File: src/rtl/legv8_cpu_sc.sv
// ---------------------------------------------------------------------------
// legv8_cpu_sc : single-cycle LEGv8 datapath/control core
//
// Owns the program counter, instruction decode, ALU, branch resolution and
// the writeback mux. Instruction memory, register file and data memory are
// external. The core drives their addresses and controls and consumes their
// read data combinationally. Only the PC is state. Every instruction
// completes in one CLOCK cycle.
//
// Ports
//   CLOCK            in   1  clock, PC updates on the rising edge
//   RESET            in   1  asynchronous active-high reset (PC -> 0)
//   INSTRUCTION      in  32  instruction at PC (combinational imem)
//   REG_DATA1        in  64  regfile read data for READ_REG_1
//   REG_DATA2        in  64  regfile read data for READ_REG_2
//   data_memory_out  in  64  dmem read data at ALU_Result_Out
//   READ_REG_1       out  5  Rn
//   READ_REG_2       out  5  REG2LOC ? Rt : Rm
//   WRITE_REG        out  5  Rd/Rt
//   ALU_Result_Out   out 64  ALU result, also the dmem address
//   WRITE_REG_DATA   out 64  MemtoReg ? data_memory_out : ALU_Result_Out
//   PC               out 64  current program counter (registered)
//   REG2LOC, REGWRITE, MEMREAD, MEMWRITE, BRANCH  out 1  decoded controls
//
// Configuration
//   CPU_SC_IMM_ARITH_EN : when defined, the core also decodes ADDI and SUBI
//                         (zero-extended imm12). When it is undefined, those
//                         encodings decode as NOP.
// ---------------------------------------------------------------------------
module legv8_cpu_sc (
  input  logic        CLOCK,
  input  logic        RESET,
  input  logic [31:0] INSTRUCTION,
  input  logic [63:0] REG_DATA1,
  input  logic [63:0] REG_DATA2,
  input  logic [63:0] data_memory_out,
  output logic [4:0]  READ_REG_1,
  output logic [4:0]  READ_REG_2,
  output logic [4:0]  WRITE_REG,
  output logic [63:0] ALU_Result_Out,
  output logic [63:0] WRITE_REG_DATA,
  output logic [63:0] PC,
  output logic        REG2LOC,
  output logic        REGWRITE,
  output logic        MEMREAD,
  output logic        MEMWRITE,
  output logic        BRANCH
);

  typedef enum logic [2:0] {
    ALU_ADD   = 3'd0,
    ALU_SUB   = 3'd1,
    ALU_AND   = 3'd2,
    ALU_ORR   = 3'd3,
    ALU_PASSB = 3'd4
  } alu_op_e;

  localparam logic [10:0] OPC_ADD  = 11'b10001011000;
  localparam logic [10:0] OPC_SUB  = 11'b11001011000;
  localparam logic [10:0] OPC_AND  = 11'b10001010000;
  localparam logic [10:0] OPC_ORR  = 11'b10101010000;
  localparam logic [10:0] OPC_LDUR = 11'b11111000010;
  localparam logic [10:0] OPC_STUR = 11'b11111000000;
  localparam logic [7:0]  OPC_CBZ  = 8'b10110100;
  localparam logic [5:0]  OPC_B    = 6'b000101;

  logic [63:0] pc_q;
  logic [63:0] pc_d;

  logic        reg2loc_s;
  logic        alusrc_s;
  logic        imm12_sel_s;   // ALUSrc picks imm12 instead of imm9
  logic        memtoreg_s;
  logic        regwrite_s;
  logic        memread_s;
  logic        memwrite_s;
  logic        branch_s;
  logic        uncond_s;
  alu_op_e     alu_op_s;

  logic        is_addi_s;
  logic        is_subi_s;

  logic [63:0] imm9_sext_s;
  logic [63:0] imm12_zext_s;
  logic [63:0] br26_off_s;
  logic [63:0] cbz19_off_s;
  logic [63:0] alu_b_s;
  logic [63:0] alu_res_s;
  logic        alu_zero_s;

`ifdef CPU_SC_IMM_ARITH_EN
  assign is_addi_s = (INSTRUCTION[31:22] == 10'b1001000100);
  assign is_subi_s = (INSTRUCTION[31:22] == 10'b1101000100);
`else
  assign is_addi_s = 1'b0;
  assign is_subi_s = 1'b0;
`endif

  // Immediate fields. Branch offsets are word offsets, so they are shifted left by two.
  assign imm9_sext_s  = {{55{INSTRUCTION[20]}}, INSTRUCTION[20:12]};
  assign imm12_zext_s = {52'd0, INSTRUCTION[21:10]};
  assign br26_off_s   = {{36{INSTRUCTION[25]}}, INSTRUCTION[25:0], 2'b00};
  assign cbz19_off_s  = {{43{INSTRUCTION[23]}}, INSTRUCTION[23:5], 2'b00};

  // Main decoder. Unrecognised encodings fall through to all-zero controls (NOP).
  always_comb begin
    reg2loc_s   = 1'b0;
    alusrc_s    = 1'b0;
    imm12_sel_s = 1'b0;
    memtoreg_s  = 1'b0;
    regwrite_s  = 1'b0;
    memread_s   = 1'b0;
    memwrite_s  = 1'b0;
    branch_s    = 1'b0;
    uncond_s    = 1'b0;
    alu_op_s    = ALU_ADD;
    if (INSTRUCTION[31:21] == OPC_ADD) begin
      regwrite_s = 1'b1;
      alu_op_s   = ALU_ADD;
    end else if (INSTRUCTION[31:21] == OPC_SUB) begin
      regwrite_s = 1'b1;
      alu_op_s   = ALU_SUB;
    end else if (INSTRUCTION[31:21] == OPC_AND) begin
      regwrite_s = 1'b1;
      alu_op_s   = ALU_AND;
    end else if (INSTRUCTION[31:21] == OPC_ORR) begin
      regwrite_s = 1'b1;
      alu_op_s   = ALU_ORR;
    end else if (INSTRUCTION[31:21] == OPC_LDUR) begin
      alusrc_s   = 1'b1;
      memtoreg_s = 1'b1;
      regwrite_s = 1'b1;
      memread_s  = 1'b1;
      alu_op_s   = ALU_ADD;
    end else if (INSTRUCTION[31:21] == OPC_STUR) begin
      reg2loc_s  = 1'b1;
      alusrc_s   = 1'b1;
      memwrite_s = 1'b1;
      alu_op_s   = ALU_ADD;
    end else if (INSTRUCTION[31:24] == OPC_CBZ) begin
      reg2loc_s  = 1'b1;
      branch_s   = 1'b1;
      alu_op_s   = ALU_PASSB;   // zero test on Rt
    end else if (INSTRUCTION[31:26] == OPC_B) begin
      uncond_s   = 1'b1;
    end else if (is_addi_s || is_subi_s) begin
      alusrc_s    = 1'b1;
      imm12_sel_s = 1'b1;
      regwrite_s  = 1'b1;
      alu_op_s    = is_subi_s ? ALU_SUB : ALU_ADD;
    end else begin
      alu_op_s   = ALU_ADD;
    end
  end

  assign alu_b_s = alusrc_s ? (imm12_sel_s ? imm12_zext_s : imm9_sext_s) : REG_DATA2;

  // ALU. All arithmetic wraps modulo 2^64.
  always_comb begin
    alu_res_s = 64'd0;
    case (alu_op_s)
      ALU_ADD:   alu_res_s = REG_DATA1 + alu_b_s;
      ALU_SUB:   alu_res_s = REG_DATA1 - alu_b_s;
      ALU_AND:   alu_res_s = REG_DATA1 & alu_b_s;
      ALU_ORR:   alu_res_s = REG_DATA1 | alu_b_s;
      ALU_PASSB: alu_res_s = alu_b_s;
      default:   alu_res_s = 64'd0;
    endcase
  end

  assign alu_zero_s = (alu_res_s == 64'd0);

  // Next-PC selection. For CBZ the ALU passes Rt through, so alu_zero_s means Rt==0.
  always_comb begin
    pc_d = pc_q + 64'd4;
    if (uncond_s) begin
      pc_d = pc_q + br26_off_s;
    end else if (branch_s && alu_zero_s) begin
      pc_d = pc_q + cbz19_off_s;
    end else begin
      pc_d = pc_q + 64'd4;
    end
  end

  // Program counter. This is the only state in the core.
  always_ff @(posedge CLOCK or posedge RESET) begin
    if (RESET) begin
      pc_q <= 64'd0;
    end else begin
      pc_q <= pc_d;
    end
  end

  assign PC             = pc_q;
  assign READ_REG_1     = INSTRUCTION[9:5];
  assign READ_REG_2     = reg2loc_s ? INSTRUCTION[4:0] : INSTRUCTION[20:16];
  assign WRITE_REG      = INSTRUCTION[4:0];
  assign ALU_Result_Out = alu_res_s;
  assign WRITE_REG_DATA = memtoreg_s ? data_memory_out : alu_res_s;
  assign REG2LOC        = reg2loc_s;
  // Architectural writes are blocked while reset is held.
  assign REGWRITE       = regwrite_s & ~RESET;
  assign MEMWRITE       = memwrite_s & ~RESET;
  assign MEMREAD        = memread_s;
  assign BRANCH         = branch_s;

endmodule

File: config.mk
export PLATFORM = sky130hd
export DESIGN_NAME = legv8_cpu_sc
export DESIGN_NICKNAME = d
export VERILOG_FILES = /design/src/rtl/legv8_cpu_sc.sv
export SDC_FILE = /design/constraint.sdc
export NUM_CORES = 1
export LEC_CHECK = 0
export CORE_MARGIN = 3
export CORE_UTILIZATION = 30
export CTS_CLUSTER_SIZE = 12
export DETAILED_ROUTE_END_ITERATION = 10
export PLACE_DENSITY = 0.65
export SYNTH_ARGS = -nofsm -noshare
export SYNTH_HDL_FRONTEND = slang
export SYNTH_SLANG_ARGS = --single-unit
File: constraint.sdc
create_clock -name CLOCK -period 12.55 [get_ports CLOCK]
set_clock_uncertainty 0.15 [all_clocks]
set_input_delay 2.51 -clock CLOCK [delete_from_list [all_inputs] [get_ports CLOCK]]
set_output_delay 2.51 -clock CLOCK [all_outputs]
set_load 0.02 [all_outputs]
==> out/qor.txt <==
status - complete, but fails checks
failing checks - setup timing
most used cell, CP - o21ai_2
worst min-delay path class - register to register
diodes inserted - 0
core area - 49460 um2
share of the synthesized area in the top cell type - 0.1023
Lkg Pwr - 11.75 nW
hold-fix buffer count after cts - 0
initial antenna violation count - 3
I/O pins - 438
most frequent cell after synthesis - nand2_1
Rows - 81
CTS buffer count - 9
routed vias - 23530
peak supply drop - 0.00006165 V
Setup TNS Final - -392.2 ps
total power draw - 2.335 mW
Crit-path slowest cell - or4b_4
number of flip-flops in the largest register - 62
Yosys reg bits - 62
DRT Wirelength - 101600 um
GRT Total Usage - 0.3608
vias in the first global route - 22730
drt pass-1 iters - 8
fillers - 4944
Final Setup Violations - 4
clk_lat worst skew - 350 ps
RSZ-0062 raised after global routing - yes
largest stage delay on the critical path - 580 ps
Max Fclk - 78.85 MHz
Synth Area per Inst - 6.623 um2
Initial Util - 0.3066
Max transition margin - 0.08453
CTS max path bufs - 2
full die area - 53290 um2
Layout area overhead - 75.90%
vias per cell - 5.860
WS Path Type - input port to register
Tmin final - 12680 ps
fin. max-slew vios - 0
top cells by count, synth - nand2_1 (287), a21oi_1 (224), nor2_1 (217)
ys async rst share - 1.000
Final Cycle Share - 1.011
Root Buffer - clkbuf_16
CTS sink count - 62
fin worst setup slack - -133.1 ps
Critical Path Sink Type - register
CTS H-tree lvls - 3
crit-path max FO - 10
Power Density - 87.53 nW/um2
DP Cell Count - 3963
top post-synthesis cells by area - dfrtp_1 (10%), ha_1 (7.6%), a21oi_1 (7.4%)
gr ovfl total - 0
Cell Area, Placed - 25450 um2
pin count of the biggest net entering global routing - 66
PortBufs - 435
register area share after synthesis - 0.1023
Ys Warns - 0
post-synth cell types - 98
die outline width - 230.8 um
Syn Inst Count - 2290
first-pass GRT wire length - 147100 um
Iter 0 DRT Violations - 2454
wire per inst - 25.29 um
Final Hold Viols - 0
detailed-route DRC error count - 0
DRT antenna net count - 0
crit path DAT - 12760 ps
CTS tree - done
layout cells sized above 1 - 0.3007
mapped cell area - 15170 um2
global placer's final weighted congestion - 1.038
Post-synth top flop - dfrtp_1
Die Y - 230.8 um
data required time at the worst endpoint - 12620 ps
DP Wirelength - 84740 um
number of max-cap violations - 0
Post-Layout Cell Count - 4016
Clock Pin Slew Worst Setup and Hold Paths - 60 ps
startpoint type of the worst setup path - input port
number of synthesized flops with an enable pin - 0
Yosys top cell by area - dfrtp_1
fin area - 26680 um2
Least-Margin Pin Slew - 1361 ps
Nets - 3667
## final timing paths
path,slack [ps],end,cells past startpoint,startpoint
max reg2reg,8330,PC[50],19,PC[2]
max,-130,PC[50],47,INSTRUCTION[23]
min in group asynchronous,2650,PC[4],3,RESET
min,320,PC[63],1,PC[63]
min reg2reg,320,PC[63],1,PC[63]
max in group asynchronous,8960,PC[63],3,RESET
## worst max-delay path: cells and delay by family
family | cells | cell delay, ps
compound gates | 19 | 3420
xor+xnor | 3 | 480
simple gates | 17 | 4870
buf+inv | 5 | 600
fa+ha+maj | 3 | 850
## layer usage
metal,GRT usage,share of wire,up-vias
met2,0.5919,0.45,1365
li1,-,-,10670
met5,0,0.00013,-
met3,0.06404,0.085,214
met4,0.1269,0.041,2
met1,0.4753,0.42,11290
## metrics by stage
| step | utilization | setup WS, ps | hold slack, ps |
|---|---|---|---|
| after global placement | 0.5145 | -1236 | 312.7 |
| after global routing | 0.5394 | -444.2 | 344.1 |
| after detailed placement | 0.5145 | -1298 | 311.2 |
| final | 0.5394 | -133.1 | 317.0 |
| after floorplan | - | -919.6 | 427.8 |
| after CTS | 0.5279 | 0.5391 | 322.7 |
## what timing repair did
action | CTS | global route
endpoints found under the setup margin | 37 | 37
pin swaps | 66 | 74
gates resized for setup | 81 | 97
setup buffers | 17 | 22
## cells in the final DEF, fill, tap and decap left out, drive strengths merged, types with 33 or more instances in the layout
cell	instances
mux2	47
o211ai	40
o21ai	175
nor4	33
inv	65
nor2	219
dfrtp	62
nand3	73
clkdlybuf4s50	427
nand4	62
nor3	96
or3	35
xor2	63
ha	92
a21oi	226
nand2	289
a31oi	45
xnor2	88
buf	754
## report_power, final
part	switching, mW	internal (mW)	leakage [nW]
clock	0.105	0.154	0.138
combinational	0.901	0.833	10.8
sequential	0.0853	0.257	0.797
## kinds of logic after synthesis
kind of cell | count (synthesis) | synth area share
xor gates and xnor gates | 151 | 0.08720
and+or+nand+nor | 947 | 0.3060
muxes | 70 | 0.05008
AOI/OAI and AO/OA | 753 | 0.3168
adders and majority gates | 98 | 0.08118
other | 1 | 0.0002473
buffers and inverters | 208 | 0.05618
DFF | 62 | 0.1023
## layout make-up
type,count,area (um2),area share
sequential,62,1551,0.05816
clock buffer,9,225.2,0.008442
clock inverter,7,75.07,0.002814
inverter,66,247.7,0.009287
multi-input combinational,2021,13670,0.5123
timing repair buffer,1187,10080,0.3778
tap,664,830.8,0.03114
Note: power is estimated with default switching activity, not from simulation.
